==> src/rtl/ascii_conv_pkg.sv <==
// Shared types and constants for the ASCII conversion scheduler.
package ascii_conv_pkg;

    typedef enum logic [2:0] {
        IDLE,
        COLLECT,
        BURST,
        WAIT_BUSY,
        SETTLE,
        RESULT
    } sched_state_t;

    localparam logic [7:0] ASCII_ZERO = 8'h30;
    localparam logic [7:0] ASCII_NINE = 8'h39;

    function automatic logic is_digit(input logic [7:0] c);
        return (c >= ASCII_ZERO) && (c <= ASCII_NINE);
    endfunction

endpackage

==> src/rtl/ascii_conv_scheduler_rr_arbiter.sv <==
// Combinational round-robin arbiter: one-hot grant to the first requester at or after ptr.
module rr_arbiter #(
    parameter int N  = 4,
    parameter int PW = $clog2(N)
) (
    input  logic [N-1:0]  req,
    input  logic [PW-1:0] ptr,
    output logic [N-1:0]  gnt
);

    logic [PW-1:0] idx;
    int            s;

    // Walk from the farthest offset back to ptr so the nearest requester wins.
    always_comb begin
        gnt = '0;
        idx = '0;
        s   = 0;
        for (int i = N - 1; i >= 0; i--) begin
            s = int'(ptr) + i;
            if (s >= N) s = s - N;
            idx = s[PW-1:0];
            if (req[idx]) begin
                gnt      = '0;
                gnt[idx] = 1'b1;
            end
        end
    end

endmodule

==> src/rtl/ascii_conv_scheduler.sv <==
// Time-shares one ASCII-to-binary converter between N_REQ character streams, one string per grant.
module ascii_conv_scheduler
    import ascii_conv_pkg::*;
#(
    parameter int N_REQ      = 4,
    parameter int DIGITS     = 8,
    parameter int RESULT_LAT = 1   // must be >= 1
) (
    input  logic                          clk,
    input  logic                          rst_n,
    input  logic [N_REQ-1:0]              req_valid_i,
    input  logic [8*N_REQ-1:0]            req_char_i,
    input  logic [N_REQ-1:0]              req_last_i,
    output logic [N_REQ-1:0]              req_ready_o,
    output logic [7:0]                    conv_char_o,
    output logic                          conv_valid_o,
    input  logic                          conv_busy_i,
    input  logic [4*DIGITS-1:0]           conv_data_i,
    output logic                          res_valid_o,
    input  logic                          res_ready_i,
    output logic [4*DIGITS-1:0]           res_data_o,
    output logic [$clog2(N_REQ)-1:0]      res_chan_o,
    output logic [$clog2(DIGITS+1)-1:0]   res_len_o,
    output logic                          res_err_o
);

    localparam int CW   = $clog2(N_REQ);
    localparam int LW   = $clog2(DIGITS + 1);
    localparam int BW   = $clog2(DIGITS);
    localparam int LATW = $clog2(RESULT_LAT + 1);
    localparam logic [LW-1:0]   DIG_MAX  = LW'(DIGITS);
    localparam logic [LATW-1:0] LAT_LAST = LATW'(RESULT_LAT - 1);

    sched_state_t             state, nxt;
    logic [CW-1:0]            g, rr_ptr, gidx;
    logic [N_REQ-1:0]         gnt, rdy;
    logic [N_REQ-1:0][7:0]    chars;
    logic [DIGITS-1:0][7:0]   char_buf;
    logic [LW-1:0]            cnt;
    logic                     err;
    logic [BW-1:0]            bidx;
    logic                     seen_busy;
    logic [LATW-1:0]          lat_cnt;
    logic [7:0]               in_char;
    logic                     acc, last_acc, room, burst_done, busy_fall, settle_done;

    rr_arbiter #(.N(N_REQ)) u_arb (
        .req (req_valid_i),
        .ptr (rr_ptr),
        .gnt (gnt)
    );

    always_comb begin
        gidx = '0;
        for (int i = 0; i < N_REQ; i++)
            if (gnt[i]) gidx = CW'(i);
    end

    assign chars       = req_char_i;
    assign in_char     = chars[g];
    assign acc         = (state == COLLECT) && req_valid_i[g] && rdy[g];
    assign last_acc    = acc && req_last_i[g];
    assign room        = cnt < DIG_MAX;
    assign burst_done  = (state == BURST) && (LW'(bidx) == cnt - LW'(1));
    assign busy_fall   = (state == WAIT_BUSY) && seen_busy && !conv_busy_i;
    assign settle_done = (state == SETTLE) && (lat_cnt == LAT_LAST);

    assign req_ready_o  = rdy;
    assign conv_valid_o = (state == BURST);
    assign conv_char_o  = (state == BURST) ? char_buf[bidx] : 8'h00;
    assign res_valid_o  = (state == RESULT);

    always_ff @(posedge clk or negedge rst_n) begin
        if (!rst_n) state <= IDLE;
        else        state <= nxt;
    end

    always_comb begin
        nxt = state;
        case (state)
            IDLE:      if (|req_valid_i) nxt = COLLECT;
            COLLECT:   if (last_acc)     nxt = BURST;
            BURST:     if (burst_done)   nxt = WAIT_BUSY;
            WAIT_BUSY: if (busy_fall)    nxt = SETTLE;
            SETTLE:    if (settle_done)  nxt = RESULT;
            RESULT:    if (res_ready_i)  nxt = IDLE;
            default:                     nxt = IDLE;
        endcase
    end

    // Character storage carries no reset; cnt alone decides what is valid.
    always_ff @(posedge clk) begin
        if (acc && room)
            char_buf[cnt[BW-1:0]] <= is_digit(in_char) ? in_char : ASCII_ZERO;
    end

    always_ff @(posedge clk or negedge rst_n) begin
        if (!rst_n) begin
            g          <= '0;
            rr_ptr     <= '0;
            rdy        <= '0;
            cnt        <= '0;
            err        <= 1'b0;
            bidx       <= '0;
            seen_busy  <= 1'b0;
            lat_cnt    <= '0;
            res_data_o <= '0;
            res_chan_o <= '0;
            res_len_o  <= '0;
            res_err_o  <= 1'b0;
        end else begin
            if (state == IDLE && |req_valid_i) begin
                g   <= gidx;
                rdy <= gnt;
            end
            if (acc) begin
                if (room) cnt <= cnt + LW'(1);
                if (!room || !is_digit(in_char)) err <= 1'b1;
            end
            if (last_acc) rdy <= '0;
            if (state == BURST) bidx <= burst_done ? '0 : bidx + BW'(1);
            // Busy must be seen high before its fall counts, even if low on entry.
            if (state == WAIT_BUSY && conv_busy_i) seen_busy <= 1'b1;
            if (busy_fall) seen_busy <= 1'b0;
            if (state == SETTLE) begin
                lat_cnt <= settle_done ? '0 : lat_cnt + LATW'(1);
                if (settle_done) begin
                    res_data_o <= conv_data_i;
                    res_chan_o <= g;
                    res_len_o  <= cnt;
                    res_err_o  <= err;
                end
            end
            if (state == RESULT && res_ready_i) begin
                rr_ptr <= (g == CW'(N_REQ - 1)) ? '0 : g + CW'(1);
                cnt    <= '0;
                err    <= 1'b0;
            end
        end
    end

endmodule

==> config.mk <==
export PLATFORM = sky130hd
export DESIGN_NAME = ascii_conv_scheduler
export DESIGN_NICKNAME = d
export VERILOG_FILES = /design/src/rtl/ascii_conv_pkg.sv /design/src/rtl/ascii_conv_scheduler_rr_arbiter.sv /design/src/rtl/ascii_conv_scheduler.sv
export SDC_FILE = /design/constraint.sdc
export NUM_CORES = 1
export LEC_CHECK = 0
export ABC_AREA = 1
export CORE_UTILIZATION = 45
export DETAILED_ROUTE_END_ITERATION = 12
export GPL_ROUTABILITY_DRIVEN = 1
export GPL_TIMING_DRIVEN = 0
export MAX_ROUTING_LAYER = met4
export PLACE_DENSITY = 0.75
export SYNTH_ARGS = -nofsm -noshare
export SYNTH_HDL_FRONTEND = slang
export SYNTH_HIERARCHICAL = 1
export SYNTH_SLANG_ARGS = --single-unit
==> constraint.sdc <==
create_clock -name clk -period 1.9 [get_ports clk]
set_input_delay 0.19 -clock clk [delete_from_list [all_inputs] [get_ports clk]]
set_output_delay 0.19 -clock clk [all_outputs]
set_load 0.005 [all_outputs]
==> out/metrics.csv, run 1 <==
metric;value;unit
outcome;finished with violations;
failed_checks;setup timing;
crit_chain;buf_8, inv_8, buf_8, nor2_2, o22ai_2, o21ai_1, a31oi_2, buf_2;
yosysTopAreaCell;edfxtp_1;
max_cap_viol_count;0;
p_leak;3.76;nW
start_util;46.2;%
cts_sinks;124;
async_flop_share;48.4;%
dr.pass1.iters;5;
post-place-ws;-1.05;ns
antenna_found_initial;0;
wl_met1;6300;µm
synth_seq_area_share;58.5;%
postRouteAntennaNets;0;
vdd_drop_max;997;µV
end_kind;output pin;
yosysMostFrequentCell;nand2_1;
critPathLaunch;bidx[0];
r2r-start;state[1];
route.top_layer_used;met4;
grt_pass1_wl;24900;µm
hold_viol_final;0;
place_hpwl;9890;µm
h-tree-depth;4;
final_area;8960;µm²
slew_headroom;57.6;%
setup-tns-final;-1.18;ns
post-place-cells;907;
core;12700;µm²
synth-seq-cells;124;
synth_cells;576;
clock_latency;0.41;ns
maxSlewViolCount;0;
cts_buffer_depth;2;
critPathMaxFanout;8;
wirelength;16500;µm
netlist.area_leader.share;32.8;%
dpl-instance-area;7480;µm²
drc;0;
overflow;0;
post_synth_num_cell_types;39;
dr_wl_met3;1010;µm
grt_max_degree;35;
layout.nets;893;
yosys-top-cells-area;edfxtp_1, dfrtp_1, nand2_1;
die_w;116;µm
hp-class;input pin to asynchronous set/reset pin;
n_antenna_cell;0;
vias;5072;
io_buffer_count;128;
final_cells;990;
area_growth;53.1;%
ff2ff_path_depth;7;
yosys_warnings;6;
ys.flop_type;edfxtp_1;
max_freq;472;MHz
die-area;13500;µm²
max_stage_delay;0.42;ns
final.min_clock_period;2.12;ns
hold_ws;0.340;ns
finalSetupViolations;8;
netlist_area;5850;µm²
place.gp.congestion;0.947;
grt_usage;25.3;%
synth_edf_count;64;
crit_family;compound AO/OA/AOI/OAI gates;
p_per_area;1580;nW/µm²
cts_root_buf;clkbuf_16;
cpMostUsedCell;buf_8;
tritoncts;built;
timing.rr.end;char_buf[27];
avgViaCountPerCell;5.12;
drt_iter0_markers;336;
clock_skew;0.0117;ns
dieHeight;116;µm
io_pins;129;
cp_data_required_time;1.71;ns
worst_pin_slew;0.636;ns
met2_length;8910;µm
crit_type;flip-flop to output pin;
crit_path_top_delay_cell;dfrtp_1;
rrSetupSlack;0.01;ns
clkTransAtPathRegs;0.05;ns
cts_buffers;17;
syn_avg_cell_area;10.2;µm²
rsz0062_at_grt;yes;
finalWorstSetupSlack;-0.217;ns
synth_common_cells;nand2_1, nor2_1, edfxtp_1;
row_count;41;
fillers;878;
drive_gt1_share;27.6;%
fin_crit_sh;111;%
grt_pass1_vias;5122;
path_buf_inv;4;
startpoint_type;flip-flop;
arrival;1.93;ns
avgRoutedWirePerCell;16.6;µm
[sequential cells by signal (all words and copies together) (netlist names)]
name / flops
bidx: 3
char_buf: 64
cnt: 4
err: 1
g: 2
lat_cnt: 1
req_ready_o: 4
res_chan_o: 2
res_data_o: 32
res_err_o: 1
res_len_o: 4
rr_ptr: 2
seen_busy: 1
state: 3
[layer usage]
metal / vias to the layer above / GRT usage (%)
met5: - / -
met4: 0 / 7.01
met3: 27 / 6.59
met2: 184 / 44.3
met1: 2467 / 28.6
li1: 2394 / -
[logic make-up (layout without fill, tap and decap cells)]
kind of cell	after synthesis	in the layout	share of synthesized area (%)
AO/OA/AOI/OAI	96	96	9.17
multiplexers	32	32	6.16
buffers and inverters	69	281	4.83
flip-flops	124	124	58.5
AND/OR/NAND/NOR	238	238	18.2
XOR/XNOR	3	3	0.449
other	2	32	0.128
adder cells (fa/ha/maj)	12	12	2.57
[per-stage QoR]
stage | total power (W) | util, %
6_report | 0.0142 | 70.7
5_1_grt | 0.0150 | 70.7
4_1_cts | 0.0132 | 67.9
3_5_place_dp | 0.00915 | 59.1
3_3_place_gp | 0.00895 | 58.9
2_1_floorplan | 0.00698 | -
[layout make-up]
class	count	area (µm²)	area share, %
timing repair buffer	180	1740	19.4
tap	172	215	2.40
inverter	48	215	2.40
buffer	21	208	2.32
clock inverter	9	109	1.21
clock buffer	23	499	5.57
multi-input combinational	413	2540	28.4
sequential	124	3430	38.3
[worst max path at each step]
| stage | endpoint | cells after the start | slack (ns) |
|---|---|---|---|
| final | conv_char_o[2] | 8 | -0.22 |
| after global routing | conv_char_o[7] | 7 | -0.30 |
| after CTS | conv_char_o[1] | 8 | -0.14 |
| after detailed placement | char_buf[35] | 7 | -1.05 |
| after global placement | res_data_o[13] | 1 | -1.20 |
| after floorplan | char_buf[32] | 5 | -0.16 |
[where the power goes]
part,internal [W],total [W],switching [W]
clock network,0.00211,0.00327,0.00115
logic,0.00334,0.00691,0.00357
registers,0.00355,0.00402,0.000472
total,0.00900,0.0142,0.00519
[layout by cell type, fill, tap and decap left out, types with 8 or more instances in the layout]
master / instances
o21ai_1: 19
buf_4: 43
dfrtp_1: 52
dfrtp_2: 8
nand3_1: 30
nand2_1: 92
nor2_2: 8
clkbuf_16: 19
mux2_2: 28
ha_1: 11
inv_1: 29
clkdlybuf4s50_1: 117
conb_1: 32
o21ai_0: 35
buf_2: 12
nor2_1: 67
buf_6: 10
edfxtp_1: 64
nand2_2: 8
[repair_timing]
item,CTS,global route
gates cloned,1,1
buffers inserted,29,19
hold buffers,1,0
pin swaps,18,25
hold endpoints to repair,26,0
resized for setup,125,65
setup endpoints to repair,115,110
Note: power is estimated with default switching activity, not from simulation.
==> run 2, diff against run 1 <==
Settings changed: SKIP_LAST_GASP from default to 1.
==> out/metrics.csv, run 2 (synthesis gave the netlist of run 1 again) <==
metric;value;unit
final_common_cell;clkdlybuf4s50_1;
critPathMaxFanout;7;
grt_pass1_vias;5128;
dpl-instance-area;7480;µm²
die-area;13500;µm²
grt_usage;25.4;%
overflow;0;
rsz0062_at_grt;yes;
fin_crit_sh;112;%
io_buffer_count;128;
r2r-start;g[0];
end_kind;output pin;
p_clk_share;23.0;%
start_util;46.2;%
avgViaCountPerCell;5.11;
worst_pin_slew;0.644;ns
die_w;116;µm
rrSetupSlack;0.02;ns
finalSetupViolations;8;
arrival;1.94;ns
cts_sinks;124;
drt_iter0_markers;326;
crit_family;compound AO/OA/AOI/OAI gates;
antenna_found_initial;0;
final_cells;991;
switching_share;36.7;%
wirelength;16700;µm
slew_headroom;57.1;%
cts_root_buf;clkbuf_16;
h-tree-depth;4;
p_switching;0.00522;W
final_util;70.8;%
tritoncts;built;
place.gp.congestion;0.947;
clock_latency;0.41;ns
max_cap_viol_count;0;
final.min_clock_period;2.13;ns
avgRoutedWirePerCell;16.9;µm
area_growth;53.2;%
core;12700;µm²
row_count;41;
dr.pass1.iters;7;
grt_pass1_wl;25000;µm
power.total;0.0142;W
vdd_drop_max;1030;µV
largest_reg_flops;64;
cp_data_required_time;1.71;ns
hold_ws;0.340;ns
post-place-cells;907;
finalWorstSetupSlack;-0.229;ns
seq_power_share;28.3;%
ff2ff_path_depth;8;
crit_chain;buf_6, buf_4, o21ai_0, o22ai_2, o21ai_1, a31oi_2, buf_2;
intPower;0.00900;W
crit_type;flip-flop to output pin;
max_freq;470;MHz
final_area;8970;µm²
postRouteAntennaNets;0;
layout.nets;894;
p_per_area;1590;nW/µm²
vias;5068;
maxSlewViolCount;0;
drc;0;
crit_path_top_delay_cell;dfrtp_1;
n_antenna_cell;0;
p_leak;3.77;nW
final_cell_mix;clkdlybuf4s50_1, nand2_1, nor2_1, edfxtp_1, dfrtp_1;
grt_max_degree;35;
path_buf_inv;3;
place_hpwl;9890;µm
cts_buffer_depth;2;
cts_buffers;17;
max_stage_delay;0.39;ns
startpoint_type;flip-flop;
failed_checks;setup timing;
fillers;876;
comb_power_share;48.7;%
outcome;finished with violations;
clock_skew;0.00846;ns
timing.rr.end;char_buf[26];
hp-class;input pin to asynchronous set/reset pin;
io_pins;129;
hold_viol_final;0;
dieHeight;116;µm
drive_gt1_share;27.6;%
clkTransAtPathRegs;0.05;ns
-- run 2: cell types whose count changed in the layout (fill, tap and decap cells not counted), sizes merged --
| cell | delta |
|---|---|
| clkbuf | +1 |
-- run 2: power by group through the flow --
stage | logic (W) | clock network (W) | registers, W
6_report | 0.00692 | 0.00327 | 0.00402
5_1_grt | 0.00752 | 0.00342 | 0.00410
4_1_cts | 0.00594 | 0.00326 | 0.00403
3_5_place_dp | 0.00511 | 0 | 0.00404
3_3_place_gp | 0.00494 | 0 | 0.00401
2_1_floorplan | 0.00298 | 0 | 0.00400
-- run 2: worst max path at each step --
stage | cells after the start | from | slack, ns | end
final | 7 | bidx[1] | -0.23 | conv_char_o[2]
after global routing | 7 | bidx[1] | -0.30 | conv_char_o[2]
after CTS | 8 | bidx[0] | -0.14 | conv_char_o[1]
after detailed placement | 7 | req_valid_i[3] | -1.05 | char_buf[35]
after global placement | 1 | rst_n | -1.20 | res_data_o[13]
after floorplan | 5 | state[2] | -0.16 | char_buf[32]
-- run 2: worst register-to-register path: cells and delay by family, from the launching register on --
| family | cells | cell delay, ns |
|---|---|---|
| flops | 1 | 0.47 |
| buf+inv | 2 | 0.28 |
| simple gates | 6 | 0.85 |
-- run 2: timing repair --
action,4_1_cts,5_1_grt
gates cloned,1,1
setup buffers,29,21
setup endpoints to repair,115,112
hold endpoints to repair,26,0
pin swaps,18,26
hold buffers,1,0
gates resized for setup,121,66
-- run 2: area by class of cell --
class	instances	area, µm²	share of cell area [%]
Tap cell	172	215	2.40
Sequential cell	124	3430	38.3
Clock buffer	23	499	5.57
Inverter	48	215	2.40
Multi-Input combinational cell	413	2550	28.4
Buffer	21	208	2.32
Clock inverter	9	109	1.21
Timing Repair Buffer	181	1740	19.4
-- run 2: metrics by stage --
stage / setup TNS (ns) / worst slack [ns]
after floorplan: -5.11 / -0.165
after global placement: -120.27 / -1.20
after detailed placement: -54.32 / -1.05
after CTS: -2.68 / -0.140
after global routing: -4.23 / -0.298
final: -1.14 / -0.229
-- run 2: routing by layer --
| layer | wire (µm) | vias to the layer above | GRT usage, % | share of wire [%] |
|---|---|---|---|---|
| met3 | 991 | 21 | 6.59 | 5.9 |
| met4 | 225 | 0 | 7.01 | 1.3 |
| met1 | 6420 | 2473 | 28.6 | 38 |
| met5 | 0 | - | - | 0 |
| li1 | - | 2394 | - | - |
| met2 | 9080 | 180 | 44.4 | 54 |
==> run 3, diff against run 2 <==
Settings changed: PLACE_DENSITY 0.75 to 0.76, SLEW_MARGIN from default to 20, SYNTH_HIERARCHICAL 1 to default.
==> out/metrics.csv, run 3 <==
metric;value;unit
outcome;finished with violations;
failed_checks;setup timing;
clock_latency;0.41;ns
dieHeight;114;µm
grt_max_degree;47;
cts_root_buf;clkbuf_16;
route.top_layer_used;met4;
startpoint_type;flip-flop;
finalWorstSetupSlack;-0.176;ns
arrival;1.89;ns
tritoncts;built;
final_cells;941;
yosys_warnings;0;
dr_wl_met3;902;µm
grt_usage;25.0;%
hp-class;input pin to asynchronous set/reset pin;
hold_viol_final;0;
synth_edf_count;64;
clock_skew;0.0134;ns
largest_reg_flops;64;
dr.pass1.iters;5;
clkTransAtPathRegs;0.06;ns
yosys-top-cells-area;edfxtp_1, dfrtp_1, nand2_1;
critPathMaxFanout;8;
post_synth_num_cell_types;32;
met2_length;8140;µm
drive_gt1_share;21.7;%
wirelength;15400;µm
synth_seq_area_share;60.5;%
finalSetupViolations;58;
synth_cells;550;
r2r-start;state[0];
maxSlewViolCount;0;
vias;4949;
core;12200;µm²
die-area;13000;µm²
row_count;40;
final_common_cell;clkdlybuf4s50_1;
cp_data_required_time;1.71;ns
final_cell_mix;clkdlybuf4s50_1, nand2_1, nor2_1, edfxtp_1, dfrtp_1;
place_hpwl;9960;µm
start_util;46.6;%
crit_type;flip-flop to output pin;
timing.rr.end;char_buf[63];
fillers;840;
drt_iter0_markers;317;
io_buffer_count;128;
cts_buffers;17;
end_kind;output pin;
ff2ff_path_depth;7;
p_leak;3.56;nW
avgRoutedWirePerCell;16.4;µm
cts_sinks;124;
rsz0062_at_grt;yes;
vdd_drop_max;962;µV
yosysMostFrequentCell;nand2_1;
area_growth;51.4;%
rrSetupSlack;-0.08;ns
fin_crit_sh;109;%
avgViaCountPerCell;5.26;
h-tree-depth;4;
p_per_area;1560;nW/µm²
hold_ws;0.189;ns
post-place-cells;877;
n_antenna_cell;0;
final.min_clock_period;2.08;ns
wl_met1;5930;µm
io_pins;129;
layout.nets;847;
place.gp.congestion;0.873;
max_cap_viol_count;0;
ys.flop_type;edfxtp_1;
cts_buffer_depth;2;
synth_common_cells;nand2_1, nor2_1, edfxtp_1;
die_w;114;µm
yosysTopAreaCell;edfxtp_1;
synth-seq-cells;124;
max_freq;482;MHz
antenna_found_initial;0;
grt_pass1_vias;5085;
syn_avg_cell_area;10.3;µm²
grt_pass1_wl;24400;µm
drc;0;
netlist.area_leader.share;33.9;%
async_flop_share;48.4;%
overflow;0;
netlist_area;5660;µm²
postRouteAntennaNets;0;
## run 3: logic make-up after synthesis
| kind of cell | synth area share [%] |
|---|---|
| simple gates | 15.8 |
| other cells | 0.133 |
| flops | 60.5 |
| fa+ha+maj | 2.43 |
| buf+inv | 4.49 |
| mux | 6.36 |
| xor+xnor | 0.464 |
| compound gates | 9.81 |
## run 3: through the flow
| step | worst slack (ns) | cell area [µm²] | util, % | TNS [ns] | power (W) |
|---|---|---|---|---|---|
| 6_report | -0.176 | 8570 | 70.5 | -2.76 | 0.0134 |
| 3_3_place_gp | -1.21 | 7270 | 59.7 | -119.48 | 0.00871 |
| 5_1_grt | -0.296 | 8570 | 70.5 | -8.70 | 0.0141 |
| 4_1_cts | -0.154 | 8370 | 68.8 | -1.46 | 0.0128 |
| 2_1_floorplan | -0.232 | 5770 | - | -10.79 | 0.00674 |
| 3_5_place_dp | -0.872 | 7310 | 60.1 | -42.64 | 0.00889 |
## run 3: worst max path at each step
| stage | start | end | cells after the start |
|---|---|---|---|
| after global routing | bidx[0] | conv_char_o[0] | 8 |
| after CTS | bidx[0] | conv_char_o[1] | 7 |
| after global placement | rst_n | res_data_o[24] | 1 |
| after detailed placement | req_valid_i[3] | char_buf[21] | 7 |
| final | bidx[0] | conv_char_o[1] | 8 |
| after floorplan | state[2] | char_buf[16] | 6 |
## run 3: worst max-delay path, stage by stage (launching register included)
cell	delay (ns)
dfrtp_1	0.41
buf_6	0.18
clkinv_8	0.08
buf_8	0.11
nor2_2	0.04
o22ai_2	0.18
o21ai_1	0.08
a31oi_1	0.23
buf_2	0.16
## run 3: routing by layer
metal | vias up | GRT usage, %
met5 | - | -
met4 | 0 | 11.3
met3 | 48 | 3.86
met2 | 232 | 43.6
met1 | 2383 | 28.3
li1 | 2286 | -
## run 3: repair_timing
item                                    CTS  global route
hold buffers                              1             0
pin swaps                                21            19
setup buffers                            19            11
hold endpoints to repair                 60             0
cloned                                    2             0
gates resized for setup                 127            34
endpoints found under the setup margin  114           130
## run 3: final cells by class
class	instances	area [µm²]	area share, %
clock buffers	17	425	4.96
inverters	43	188	2.19
clock inverters	15	161	1.88
flip-flops and latches	124	3430	40.0
multi-input cells	393	2360	27.6
plain buffers	19	188	2.19
repair buffers	162	1600	18.7
well taps	168	210	2.45
## run 3: power breakdown
group          switching, W  internal [W]  leakage, nW
combinational       0.00327       0.00287         1.99
sequential         0.000518       0.00354         1.29
clock               0.00121       0.00194        0.277
total               0.00501       0.00835         3.56
==> RTL edit 1, RTL diff (settings of run 2) <==
Set the parameter `DIGITS` to 16 (it was 8).
--- a/src/rtl/ascii_conv_scheduler.sv
+++ b/src/rtl/ascii_conv_scheduler.sv
@@ -3,7 +3,7 @@
     import ascii_conv_pkg::*;
 #(
     parameter int N_REQ      = 4,
-    parameter int DIGITS     = 8,
+    parameter int DIGITS     = 16,
     parameter int RESULT_LAT = 1   // must be >= 1
 ) (
     input  logic                          clk,
Interface: changed (resized conv_data_i, res_data_o and res_len_o); port bits go from 129 to 194. No check against the original RTL was run, so the function may have changed too.
==> RTL edit 1 against run 2 <==
  * The flow still finishes with violations (setup timing)
  * Sequential cell count rose by 99
  * Combinational power rose by 34%
  * Wire length grew 62%
  * Synthesized area up 68%
  * Non-clock buffer count up 65
  * Final area is 56% higher
  * Power increased by 46%
  * Sequential power is 72% higher
  * Setup slack got worse by 0.34 ns
  * Die area up 66%
==> RTL edit 1: results (changes against run 2) <==
- Number of global-route vias before repair: 7,960 (+55%)
- Failing checks: setup timing
- Longest Clk Path Bufs: 3 (+1)
- Total negative slack: -6.15 ns (-5.01 ns)
- Crit path max fanout: 10 (+3)
- Worst VDD drop: 976 uV (-5.4%)
- Worst Skew: 0.0102 ns (+0.00177 ns)
- Detailed placement HPWL: 18,200 um (+85%)
- Final worst slack: -0.570 ns (-0.341 ns)
- Post_cts resized: 167 (+38%)
- Clock sink count: 223 (+80%)
- EDFF count, synth: 128 (+100%)
- Antenna violations before repair: 1 (+1)
- Commonest cells in the netlist: nor2_1, edfxtp_1, nand2_1
- Invs w/o clock: 51 (+6.3%)
- # setup viols final: 85 (+77)
- Largest net degree at the start of global routing: 50 (+43%)
- Met2 Use GR: 43.1% (-1.3 points)
- M1 GR Usage: 29.0% (+0.40 points)
- CP endpoint: conv_char_o[5]
- Met3 routed wirelength: 2100 um (+110%)
- Non-Filler Instances: 1,493 (+51%)
- Drt pass-1 iters: 5 (-2)
- Post-placement cell count: 1,413 (+56%)
- CTS Buf Count: 24 (+7)
- Status: finished, violations left
- Util after Layout: 66.1% (-4.7 points)
- Sequential fraction of the synthesis area: 63.4% (+4.9 points)
- DP Worst Slack: -1.15 ns (-0.0995 ns)
- Cell variety after synth: 33 (-15%)
- Routability cong.: 0.892 (-5.9%)
- Clock network latency to the later pin of the worst-skew pair: 0.51 ns (+0.10 ns)
-- RTL edit 1: kinds of logic (layout without fill, tap and decap cells) --
group                    Yosys count  after routing  share of synthesized area, %
AND/OR/NAND/NOR                  327            327                          14.2
AO/OA/AOI/OAI                    158            158                          9.02
XOR/XNOR                           4              4                         0.357
other                              2             65                        0.0765
buffers and inverters             89            362                          3.68
multiplexers                      64             64                          7.34
adder cells (fa/ha/maj)           15             15                          1.91
flip-flops                       223            223                          63.4
-- RTL edit 1: power by group --
part,switching [mW],leakage (nW),internal (mW)
Clock,1.83,0.372,2.71
Combinational,4.80,2.93,4.50
Sequential,0.723,2.31,6.18
Total,7.36,5.61,13.4
-- RTL edit 1: worst max-delay path, stage by stage, from the launching register on --
cell and delay [ns]:
dfrtp_1 0.42, buf_6 0.17, inv_6 0.06, buf_4 0.11, clkbuf_16 0.15, nor2_1 0.05, o211ai_1 0.23, o211ai_1 0.22
a21oi_1 0.21, buf_2 0.14
==> RTL edit 2, RTL diff (settings of run 2) <==
Made on the original files. Re-encode `sched_state_t` (6 states) as one-hot, 6 bits wide.
--- a/src/rtl/ascii_conv_pkg.sv
+++ b/src/rtl/ascii_conv_pkg.sv
@@ -1,13 +1,13 @@
 // Shared types and constants for the ASCII conversion scheduler.
 package ascii_conv_pkg;
 
-    typedef enum logic [2:0] {
-        IDLE,
-        COLLECT,
-        BURST,
-        WAIT_BUSY,
-        SETTLE,
-        RESULT
+    typedef enum logic [5:0] {
+        IDLE      = 6'b000001,
+        COLLECT   = 6'b000010,
+        BURST     = 6'b000100,
+        WAIT_BUSY = 6'b001000,
+        SETTLE    = 6'b010000,
+        RESULT    = 6'b100000
     } sched_state_t;
 
     localparam logic [7:0] ASCII_ZERO = 8'h30;
Function: no difference found for any inputs over 4 cycles, from zero or initial values and one cycle with rst_n low; so few cycles prove little.
==> RTL edit 2 against run 2 <==
  * Sequential cell count is 3 higher
  * Wire length is 1.1% lower
  * Sequential share of layout area is 0.57 points higher
  * Critical path type unchanged
  * Setup slack better by 0.033 ns
  * Final area is 0.63% higher
  * Register-to-register slack worse by 0.13 ns
  * Synthesized area is 3.0% higher
  * Worst hold slack better by 0.047 ns
  * Cell count is 1.9% higher
  * The run still ends with setup timing left
  * Power is 23% lower
==> RTL edit 2: results (changes against run 2) <==
- Max reg flops: 64 (unchanged)
- Reg-to-Reg Start: state[5]$_DFFE_PN0P_
- Sequential fraction of the synthesis area: 58.0% (-0.46 points)
- Dpl cell area: 7650 um^2 (+2.3%)
- Cell count after synthesis: 598 (+3.8%)
- Filler cells: 901 (+2.9%)
- Failing checks: setup timing
- WP data required: 1.71 ns (about the same)
- CTS Buf Count: 17 (unchanged)
- Crit path max fanout: 6 (-1)
- Status: finished, violations left
- Final worst slack: -0.196 ns (+0.0329 ns)
- R2R Path End: char_buf[13]$_DFFE_PP_
- Reg2reg path depth: 9 (+1)
- Clock network latency to the later pin of the worst-skew pair: 0.42 ns
- Number of global-route vias before repair: 5,261 (+2.6%)
- GRT Util Overall: 24.8% (-0.55 points)
- Total negative slack: -4.52 ns (-3.38 ns)
- Worst VDD drop: 686 uV (-33%)
- Routability cong.: 0.919 (-2.9%)
- Vias per cell: 5.17 (+1.0%)
- Buffers on Ports: 128 (unchanged)
- Most used DFF post-synth: edfxtp_1
- Hold Startpoint: conv_data_i[6]
- R2r setup slk: -0.11 ns (-0.13 ns)
- Hold Path Sink: res_data_o[6]$_DFFE_PN0P_
- Longest Clk Path Bufs: 2 (unchanged)
- Hold Path Class: in2reg
- Fraction of registers with async set/reset: 49.6% (+1.2 points)
- YS warnings: 6 (unchanged)
- DP Worst Slack: -0.967 ns (+0.0833 ns)
- First-pass GRT wire length: 26,000 um (+3.9%)
- EDFF count, synth: 64 (unchanged)
- Antenna violations before repair: 0 (unchanged)
- Root Buffer: clkbuf_16
- Worst slew margin: 45.5% (-12 points)
- Initial drt markers: 329 (+0.92%)
- Largest net degree at the start of global routing: 36 (+2.9%)
- Post-placement cell count: 929 (+2.4%)
- Routed WL: 16,500 um (-1.1%)
- Clock transition at path regs: 0.06 ns
- Detailed placement HPWL: 10,400 um (+5.1%)
- Leak: 3.98 nW (+5.5%)
- Worst Skew: 0.00916 ns (+0.000704 ns)
- Non-Filler Instances: 1,010 (+1.9%)
- Largest cells by area after synthesis: edfxtp_1, dfrtp_1, nand2_1, nor2_1, o21ai_0
- N_diodes: 0 (unchanged)
- Commonest cells in the netlist: nand2_1, nor2_1, edfxtp_1
- CTS H-tree lvls: 4 (unchanged)
- Hold Crit Depth: 2
- Drt pass-1 iters: 5 (-2)
- Overflow after GRT: 0 (unchanged)
- # setup viols final: 48 (+40)
- Ratio of cells with drive above 1 in the final layout: 24.9% (-2.7 points)
- Nets: 913 (+2.1%)
- Hold_ws: 0.388 ns (+0.0475 ns)
- Cell variety after synth: 34 (-13%)
## RTL edit 2: cell types whose count changed after synthesis, sizes merged, moves of 4 or more
| cell | delta |
|---|---|
| nand2 | +8 |
| o21a | -7 |
| nor2 | +6 |
| inv | +4 |
| nor3 | -4 |
| nand3 | +12 |
## RTL edit 2: power by group
| group | internal [mW] | switching [mW] |
|---|---|---|
| Clock | 2.08 | 1.26 |
| Sequential | 3.29 | 0.280 |
| Combinational | 1.89 | 2.17 |
## RTL edit 2: routing by layer
metal  track usage [%]  share of wire, %  vias to the layer above
met1              28.4                40                     2543
li1                  -                 -                     2449
met3              4.75               4.3                       37
met5                 -                 0                        -
met2              43.7                53                      188
met4              8.01               2.2                        0
## RTL edit 2: logic make-up after synthesis
family | after synthesis | share of synthesized area (%)
adder cells (fa/ha/maj) | 12 | 2.49
AO/OA/AOI/OAI | 90 | 8.07
XOR/XNOR | 2 | 0.291
other | 2 | 0.125
buffers and inverters | 74 | 5.29
multiplexers | 32 | 6.91
AND/OR/NAND/NOR | 259 | 18.8
flip-flops | 127 | 58.0
## RTL edit 2: how the worst max path moves through the flow
stage,start,depth (start not counted),end
after global placement,rst_n,1,res_data_o[20]$_DFFE_PN0P_
after detailed placement,req_valid_i[3],7,char_buf[29]$_DFFE_PP_
after global routing,bidx[0]$_DFFE_PN0P_,8,conv_char_o[0]
after floorplan,state[5]$_DFFE_PN0P_,7,char_buf[16]$_DFFE_PP_
after CTS,bidx[0]$_DFFE_PN0P_,8,conv_char_o[0]
final,bidx[0]$_DFFE_PN0P_,8,conv_char_o[0]
## RTL edit 2: critical path, stage by stage (launching register included)
cell,delay [ns]
dfrtp_1,0.42
buf_6,0.16
inv_8,0.07
buf_8,0.12
nor2_4,0.03
o22ai_2,0.19
o21ai_1,0.11
a31oi_1,0.23
buf_2,0.16
## RTL edit 2: layout make-up
type	instances	area, um^2	share of cell area [%]
Sequential cell	127	3510	38.8
Multi-Input combinational cell	427	2580	28.6
Timing Repair Buffer	181	1710	18.9
Clock buffer	17	425	4.71
Inverter	52	221	2.45
Tap cell	172	215	2.38
Clock inverter	15	184	2.04
Buffer	19	184	2.04
## RTL edit 2: what timing repair did
item	in CTS	in global routing
pin swaps	19	20
setup buffers	33	15
endpoints found under the hold margin	33	0
gates resized for setup	128	36
gates cloned	3	0
endpoints found under the setup margin	112	116
hold buffers	1	0
